[config.mk]
export PLATFORM = sky130hd
export DESIGN_NAME = mem_window_display
export DESIGN_NICKNAME = d
export VERILOG_FILES = /design/src/rtl/mem_window_display.sv
export SDC_FILE = /design/constraint.sdc
export NUM_CORES = 1
export LEC_CHECK = 0
export BUFFER_PORTS_ARGS = -buffer_cell sky130_fd_sc_hd__buf_2
export CAP_MARGIN = 20
export CORE_MARGIN = 4
export CORE_UTILIZATION = 40
export CTS_BUF_LIST = sky130_fd_sc_hd__clkbuf_4 sky130_fd_sc_hd__clkbuf_8 sky130_fd_sc_hd__clkbuf_16
export DETAILED_ROUTE_END_ITERATION = 8
export PLACE_DENSITY_LB_ADDON = 0.2
export SETUP_SLACK_MARGIN = 0.02
export SLEW_MARGIN = 40
export SYNTH_ARGS = -nofsm -noshare
export SYNTH_HDL_FRONTEND = slang
export SYNTH_SLANG_ARGS = --single-unit
[constraint.sdc]
create_clock -name clk -period 9.4 [get_ports clk]
set_input_delay 0.94 -clock clk [delete_from_list [all_inputs] [get_ports clk]]
set_output_delay 0.94 -clock clk [all_outputs]
set_load 0.005 [all_outputs]
[src/rtl/mem_window_display.sv]
// Memory window browser for the touchscreen LCD.
// Periodically sweeps WORDS words from a base address into a display buffer.
module mem_window_display #(
   parameter int WORDS    = 8,
   parameter int READ_LAT = 1,
   parameter int REFRESH  = 1000000
) (
   input  logic        clk,
   input  logic        resetn,
   input  logic        input_valid,
   input  logic [31:0] input_value,
   input  logic [5:0]  display_number,
   output logic        display_valid,
   output logic [39:0] display_name,
   output logic [31:0] display_value,
   output logic        mem_en,
   output logic [29:0] mem_addr,
   input  logic [31:0] mem_rdata
);

   localparam int IW = (WORDS > 1) ? $clog2(WORDS) : 1;
   localparam logic [31:0] PAGE = 32'(4 * WORDS);

   typedef enum logic [1:0] {IDLE, ISSUE, WAIT, HOLD} state_t;

   state_t        state;
   logic [31:0]   base;
   logic [31:0]   base_nxt;
   logic [31:0]   wbuf [WORDS];
   logic [IW-1:0] idx;
   logic [1:0]    lat_cnt;
   logic [31:0]   hold_cnt;
   logic          freeze;
   logic          pending;
   logic [15:0]   sweep_cnt;
   logic          cmd_base;
   logic          cmd_frz;
   logic [1:0]    op;
   logic          scanning;

   assign op       = input_value[1:0];
   assign cmd_base = input_valid && (op != 2'b11);
   assign cmd_frz  = input_valid && (op == 2'b11);
   assign scanning = (state == ISSUE) || (state == WAIT);

   always_comb begin
      base_nxt = base;
      if (input_valid) begin
         unique case (op)
            2'b00:   base_nxt = {input_value[31:2], 2'b00};
            2'b01:   base_nxt = base + PAGE;
            2'b10:   base_nxt = base - PAGE;
            default: base_nxt = base;
         endcase
      end
   end

   always_ff @(posedge clk) begin
      if (!resetn) begin
         state     <= IDLE;
         base      <= '0;
         idx       <= '0;
         lat_cnt   <= '0;
         hold_cnt  <= '0;
         freeze    <= 1'b0;
         pending   <= 1'b0;
         sweep_cnt <= '0;
         mem_en    <= 1'b0;
         mem_addr  <= '0;
         for (int i = 0; i < WORDS; i++) wbuf[i] <= '0;
      end else begin
         base   <= base_nxt;
         mem_en <= 1'b0;
         if (cmd_frz) freeze <= ~freeze;
         if (cmd_base) pending <= 1'b1;
         unique case (state)
            IDLE: begin
               state    <= ISSUE;
               idx      <= '0;
               mem_en   <= 1'b1;
               mem_addr <= base_nxt[31:2];
            end
            ISSUE: begin
               if (cmd_base) begin
                  idx      <= '0;
                  mem_en   <= 1'b1;
                  mem_addr <= base_nxt[31:2];
               end else begin
                  lat_cnt <= 2'(READ_LAT);
                  state   <= WAIT;
               end
            end
            WAIT: begin
               // a new base drops the in-flight read and restarts the window
               if (cmd_base) begin
                  state    <= ISSUE;
                  idx      <= '0;
                  mem_en   <= 1'b1;
                  mem_addr <= base_nxt[31:2];
               end else if (lat_cnt == 2'd1) begin
                  lat_cnt   <= 2'd0;
                  wbuf[idx] <= mem_rdata;
                  if (idx == IW'(WORDS - 1)) begin
                     sweep_cnt <= sweep_cnt + 16'd1;
                     pending   <= 1'b0;
                     hold_cnt  <= 32'(REFRESH);
                     state     <= HOLD;
                  end else begin
                     idx      <= idx + 1'b1;
                     state    <= ISSUE;
                     mem_en   <= 1'b1;
                     mem_addr <= base_nxt[31:2] + 30'(idx + 1'b1);
                  end
               end else begin
                  lat_cnt <= lat_cnt - 2'd1;
               end
            end
            HOLD: begin
               if (pending || (!freeze && hold_cnt == '0)) begin
                  state    <= ISSUE;
                  idx      <= '0;
                  mem_en   <= 1'b1;
                  mem_addr <= base_nxt[31:2];
               end else if (!freeze) begin
                  hold_cnt <= hold_cnt - 32'd1;
               end
            end
         endcase
      end
   end

   logic [5:0]  k;
   logic [5:0]  tens;
   logic [5:0]  ones;
   logic        dv;
   logic [39:0] dn;
   logic [31:0] dval;

   always_comb begin
      k    = display_number - 6'd3;
      tens = k / 6'd10;
      ones = k - tens * 6'd10;
      dv   = 1'b0;
      dn   = '0;
      dval = '0;
      unique case (1'b1)
         (display_number == 6'd1): begin
            dv   = 1'b1;
            dn   = 40'h4241534520;
            dval = base;
         end
         (display_number == 6'd2): begin
            dv   = 1'b1;
            dn   = 40'h5354415420;
            dval = {freeze, scanning, 14'b0, sweep_cnt};
         end
         (display_number >= 6'd3 && display_number <= 6'(WORDS + 2)): begin
            dv   = 1'b1;
            dn   = {8'h57, 8'h30 + {2'b00, tens},
                    8'h30 + {2'b00, ones}, 16'h2020};
            dval = wbuf[k[IW-1:0]];
         end
         default: ;
      endcase
   end

   always_ff @(posedge clk) begin
      if (!resetn) begin
         display_valid <= 1'b0;
         display_name  <= '0;
         display_value <= '0;
      end else begin
         display_valid <= dv;
         display_name  <= dn;
         display_value <= dval;
      end
   end

endmodule

# After elaboration in Yosys (flattened, before gate mapping)
# Memories as Yosys holds them, arrays and structs flattened.
# Cells that the tools add are included.
dict set report op_classes {
  div_mod_pow 1
  n_eq_ne 21
  multipliers 1
  n_lt_le_gt_ge 2
  bitwise_logic 2
  n_addsub 12
  n_reduce_logical 21
  muxes 53
}
# operator count
set ops {}
lappend ops {{$mux W32} 7}
lappend ops {{$pmux W32 S3} 2}
lappend ops {{$mux W30} 5}
lappend ops {{$pmux W30 S4} 1}
lappend ops {{$pmux W39 S3} 1}
lappend ops {{$pmux W32 S2} 1}
lappend ops {{$add A32 B6 Y32 const B} 1}
lappend ops {{$logic_not A32 Y1} 1}
lappend ops {{$reduce_or A32 Y1} 1}
lappend ops {{$sub A32 B1 Y32 const B} 1}
lappend ops {{$sub A32 B6 Y32 const B} 1}
lappend ops {{$add A30 B4 Y30} 1}
lappend ops {{$mux W1} 18}
lappend ops {{$mux W3} 6}
lappend ops {{$add A16 B1 Y16 const B} 1}
lappend ops {{$mux W2} 8}
lappend ops {{$add A6 B6 Y7 const A} 2}
lappend ops {{$ne A2 B2 Y1 const B} 7}
lappend ops {{$pmux W3 S4} 1}
lappend ops {{$eq A2 B2 Y1 const B} 4}
lappend ops {{$pmux W2 S4} 1}
lappend ops {{$reduce_and A4 Y1} 2}
lappend ops {{$div A6 B4 Y6 const B} 1}
lappend ops {{$eq A2 B1 Y1 const B} 3}
lappend ops {{other kinds (27)} 36}
dict set report totals {
  mem_bits_rw 256
  register_bits 193
  n_memories 1
  input_bits 73
  wordCells 128
}
# memory words word_bits read_ports rd_clocked_by_memory_dff write_ports line_no
set memory_table {}
lappend memory_table {wbuf 8 32 1 0 8 29} ;# logic [31:0] wbuf [WORDS];

# Logic depth before layout (Yosys ltp)
dict set report depth {
  ltp_word 8
  ltp_mapped 20
  depth_no_buf 19
}

# Worst setup path before layout
# Ideal clock, no wire load.
dict set report synth_timing {
  path_type {in2reg}
  from {input display_number[0]}
  to {register display_name[21]}
  required_time_ns 9.334
  path_stages 19
  setup_slack_ns 4.283
  setup_time_ns 0.066
  arrival_time_ns 5.051
  cell_sequence {clkbuf_1 > buf_1 > buf_1 > inv_1 > ha_1 > clkbuf_1 > clkbuf_1 > nand2_1 > o221ai_1 > o211ai_1 > ha_1 > inv_1 > ha_1 > a21o_1 > a21oi_1 > xor2_1 > xnor2_1 > ha_1 > nor2_1}
}
dict set report synth_between {
  elab_chain_cells 6
  elab_cells_between_ends 11
  cone_classes {add/sub (3); mul (1); div (1); order compare (2); eq/ne (2); mux (1); reduce/logical (1)}
}
# element line_no
set synth_rtl {}
lappend synth_rtl {{start, declared} 12} ;# input logic [5:0] display_number,
lappend synth_rtl {{$sub A6 B2 Y6} 140} ;# k = display_number - 6'd3;
lappend synth_rtl {{$div A6 B4 Y6} 141} ;# tens = k / 6'd10;
lappend synth_rtl {{$mul A6 B3 Y5} 142} ;# ones = k - tens * 6'd10;
lappend synth_rtl {{$sub A6 B6 Y6} 142}
lappend synth_rtl {{$add A6 B6 Y7} 160} ;# 8'h30 + {2'b00, ones}, 16'h2020};
lappend synth_rtl {{$pmux W39 S3 *} 146} ;# unique case (1'b1)
lappend synth_rtl {{end signal, assigned} 174} ;# display_name <= dn;
lappend synth_rtl {{end, declared} 14} ;# output logic [39:0] display_name,
# Every way passes the cells marked *; elsewhere a longest branch is shown, timed or not.
# A chain may end at the register's enable or synchronous reset.

# Worst setup path in the final report
# Ends and elaborated chain as after synthesis.

==> flow_summary.ini <==
[status]
outcome = completed

[detailed_routing]
post_drt_wl_per_cell_um = 22.9
drtIter0Drc = 1532
routed_via_density = 5.58
ant_nets = 0
drcViolationCount = 0
finalWirelength_um = 64000
dr.pass1.iters = 5
vias = 15605

[setup_path]
worst-r2r-setup-slack_ns = 4.63
crit_buf_inv = 4
path_cells = buf_4 -> ha_1 -> xnor2_2 -> buf_4 -> inv_4 -> nand2_1 -> a21boi_0 -> o31ai_1 -> ha_1 -> nand2_1 -> o221ai_1 -> o211ai_1 -> ha_1 -> inv_1 -> ha_1 -> a21o_1 -> a21oi_1 -> xor2_1 -> xnor2_1 -> ha_1 -> nor2_1
worstPathRequired_ns = 9.89
startpoint_type = input port
critical_path.max_stage_delay_ns = 0.50
crit_path_frequent_cell = ha_1
critical_path_class = input port to register
cp_slowest_cell = inv_4
cp-end-kind = register
crit_family = adder cells
crit_path_max_fanout = 36
worstPathArrival_ns = 5.62

[global_routing]
grt_use_met2_pct = 35.8
track_usage_pct = 22.1
grt_util_met1_pct = 30.1
grt_pass1_vias = 15758
met3_usage_pct = 4.43
antenna_found_initial = 5
grt-busiest-layer = met2
grt_max_degree = 61
grt_first_pass_wirelength_um = 97100
grt.overflow.total = 0

[synthesis]
netlist.area_leader.share_pct = 35.8
ys_ff_latch = 425
synth_cell_types = 94
ys_seq_area_share_pct = 51.5
syn-cell-area_mm2 = 0.0215
ys_async_sr_fraction_pct = 0
synth_enable_flop_cells = 256
avgSynthCellArea_um2 = 11.0
synthFlopType = edfxtp_1
yosys.area.top_type = edfxtp_1
ys_top_cells_by_area = edfxtp_1, dfxtp_1, and2_1
ys_warn_count = 0
synth_cells = 1950

[clock_tree]
cts_made_buffers = 47
cts_tree = done
clk_pin_slew_ns = 0.06
cts_max_path_buffers = 3
cts_resized = 0
clock-root-buffer = clkbuf_16
clock_latency_ns = 0.59
cts_sinks = 425
postCtsHoldBufs = 0
htree_levels = 2
postCtsSetupRepairBufs = 0

[sta]
final-hold-violation-count = 0
fin_crit_sh_pct = 54.5
finalSetupTns_ns = 0
grt_setup_unrepaired = no
finalCriticalPeriod_ns = 5.12
finalClockSkew_ns = 0.0236
fmax_mhz = 195
drv_slew = 0
tightest_slew_ns = 0.803
finalSetupViolCount = 0
worst_slack_ns = 4.28
relSlewSlack_pct = 45.9

[placement]
dpl.hpwl_um = 43000
place_area_mm2 = 0.0229
port_buffers = 160
dp_slack_ns = 3.70
dp_cells = 2709
place.gp.congestion = 0.902

[final_layout]
final_cell_mix = and2_1, edfxtp_1, nand2_1
nFillCells = 4924
layoutNonFillerInstCount = 2797
final_area_mm2 = 0.0245
final_core_util_pct = 46.3
layout_commonest_cell = and2_1
nets = 2198
drive_gt1_share_pct = 18.9
area_growth_syn_to_layout_pct = 13.9

[power_and_ir_drop]
power_leakage_nw = 9.63
ir_worst_vdd_uv = 125
pwr_density_cell_mw_per_mm2 = 186

[floorplan]
start_util_pct = 40.6
io_pins = 177
num_rows = 84
die_h_um = 240
dieArea_mm2 = 0.0575
core-area_mm2 = 0.0529
dieWidth_um = 240

[flow_run]
drv_cap = 0

[worst_hold_path]
hp-class = register to register
-- synthesized netlist by cell type (9+ instances only) --
master / instances
mux4_2: 64
o22ai_1: 10
ha_1: 52
nor2b_1: 13
a21oi_1: 90
a222oi_1: 18
nand2b_1: 13
nand2_1: 198
o21ai_0: 73
nand3_1: 27
buf_2: 11
edfxtp_1: 256
xnor2_1: 44
nand4_1: 12
and3_1: 18
buf_4: 25
nor3_1: 39
inv_1: 36
dfxtp_1: 169
or3_1: 18
o211ai_1: 21
buf_1: 12
nor2_1: 135
clkbuf_1: 76
a221oi_1: 9
mux2i_1: 21
and2_1: 270
a211oi_1: 15
xor2_1: 36
o21a_1: 11
a31oi_1: 14
-- worst min-delay path, cell delays in order (launching register included) --
cell and delay [ns]:
dfxtp_1 0.30, nand2_1 0.05, a21oi_1 0.05
-- area by class of cell --
type                            instances  area (µm²)  area share, %
Tap cell                              688         861           3.52
Timing Repair Buffer                  193        1140           4.67
Inverter                               38         145          0.593
Multi-Input combinational cell       1365        9710           39.7
Sequential cell                       425       11100           45.3
Antenna cell                            2        5.00         0.0205
Clock inverter                         23         211          0.864
Clock buffer                           63        1320           5.38
-- layer usage --
metal  wire length [µm]  vias up
met4               1720        4
met1              28000     7730
met2              29900      523
li1                   -     7241
met5                 22        -
met3               4330      107
-- worst paths after layout --
check | startpoint | to | depth (start not counted)
setup / recovery | display_number[0] | display_name[21] | 21
hold / removal | mem_addr[21] | mem_addr[21] | 2
setup reg to reg | state[0] | wbuf[0][21] | 9
hold reg to reg | mem_addr[21] | mem_addr[21] | 2
-- metrics by stage --
step	power, mW	hold WS, ns
final	4.54	0.446
after global routing	4.72	0.465
after CTS	4.58	0.449
after detailed placement	2.74	0.443
after global placement	2.73	0.436
after floorplan	2.54	0.432
-- power by group --
part / switching (mW) / total, mW / internal (mW) / leakage, nW
clock network: 0.770 / 1.84 / 1.07 / 0.763
logic: 0.376 / 0.605 / 0.229 / 4.85
registers: 0.0530 / 2.10 / 2.04 / 4.02
-- registers in the layout (all words and copies together) (netlist names) --
name	cells
mem_addr	30
idx	3
mem_en	1
lat_cnt	2
display_value	32
hold_cnt	32
pending	1
base	32
state	2
wbuf	256
display_valid	1
freeze	1
sweep_cnt	16
display_name	16
-- cell families (layout without fill, tap and decap cells) --
| family | count (synthesis) | after routing | share of synthesized area, % |
|---|---|---|---|
| compound gates | 337 | 337 | 10.4 |
| xor+xnor | 80 | 80 | 3.26 |
| fa+ha+maj | 55 | 55 | 3.31 |
| buf+inv | 175 | 317 | 4.22 |
| flops | 425 | 425 | 51.5 |
| mux | 89 | 89 | 7.90 |
| other cells | 1 | 18 | 0.0175 |
| simple gates | 788 | 788 | 19.3 |
Note: power is estimated with default switching activity, not from simulation.
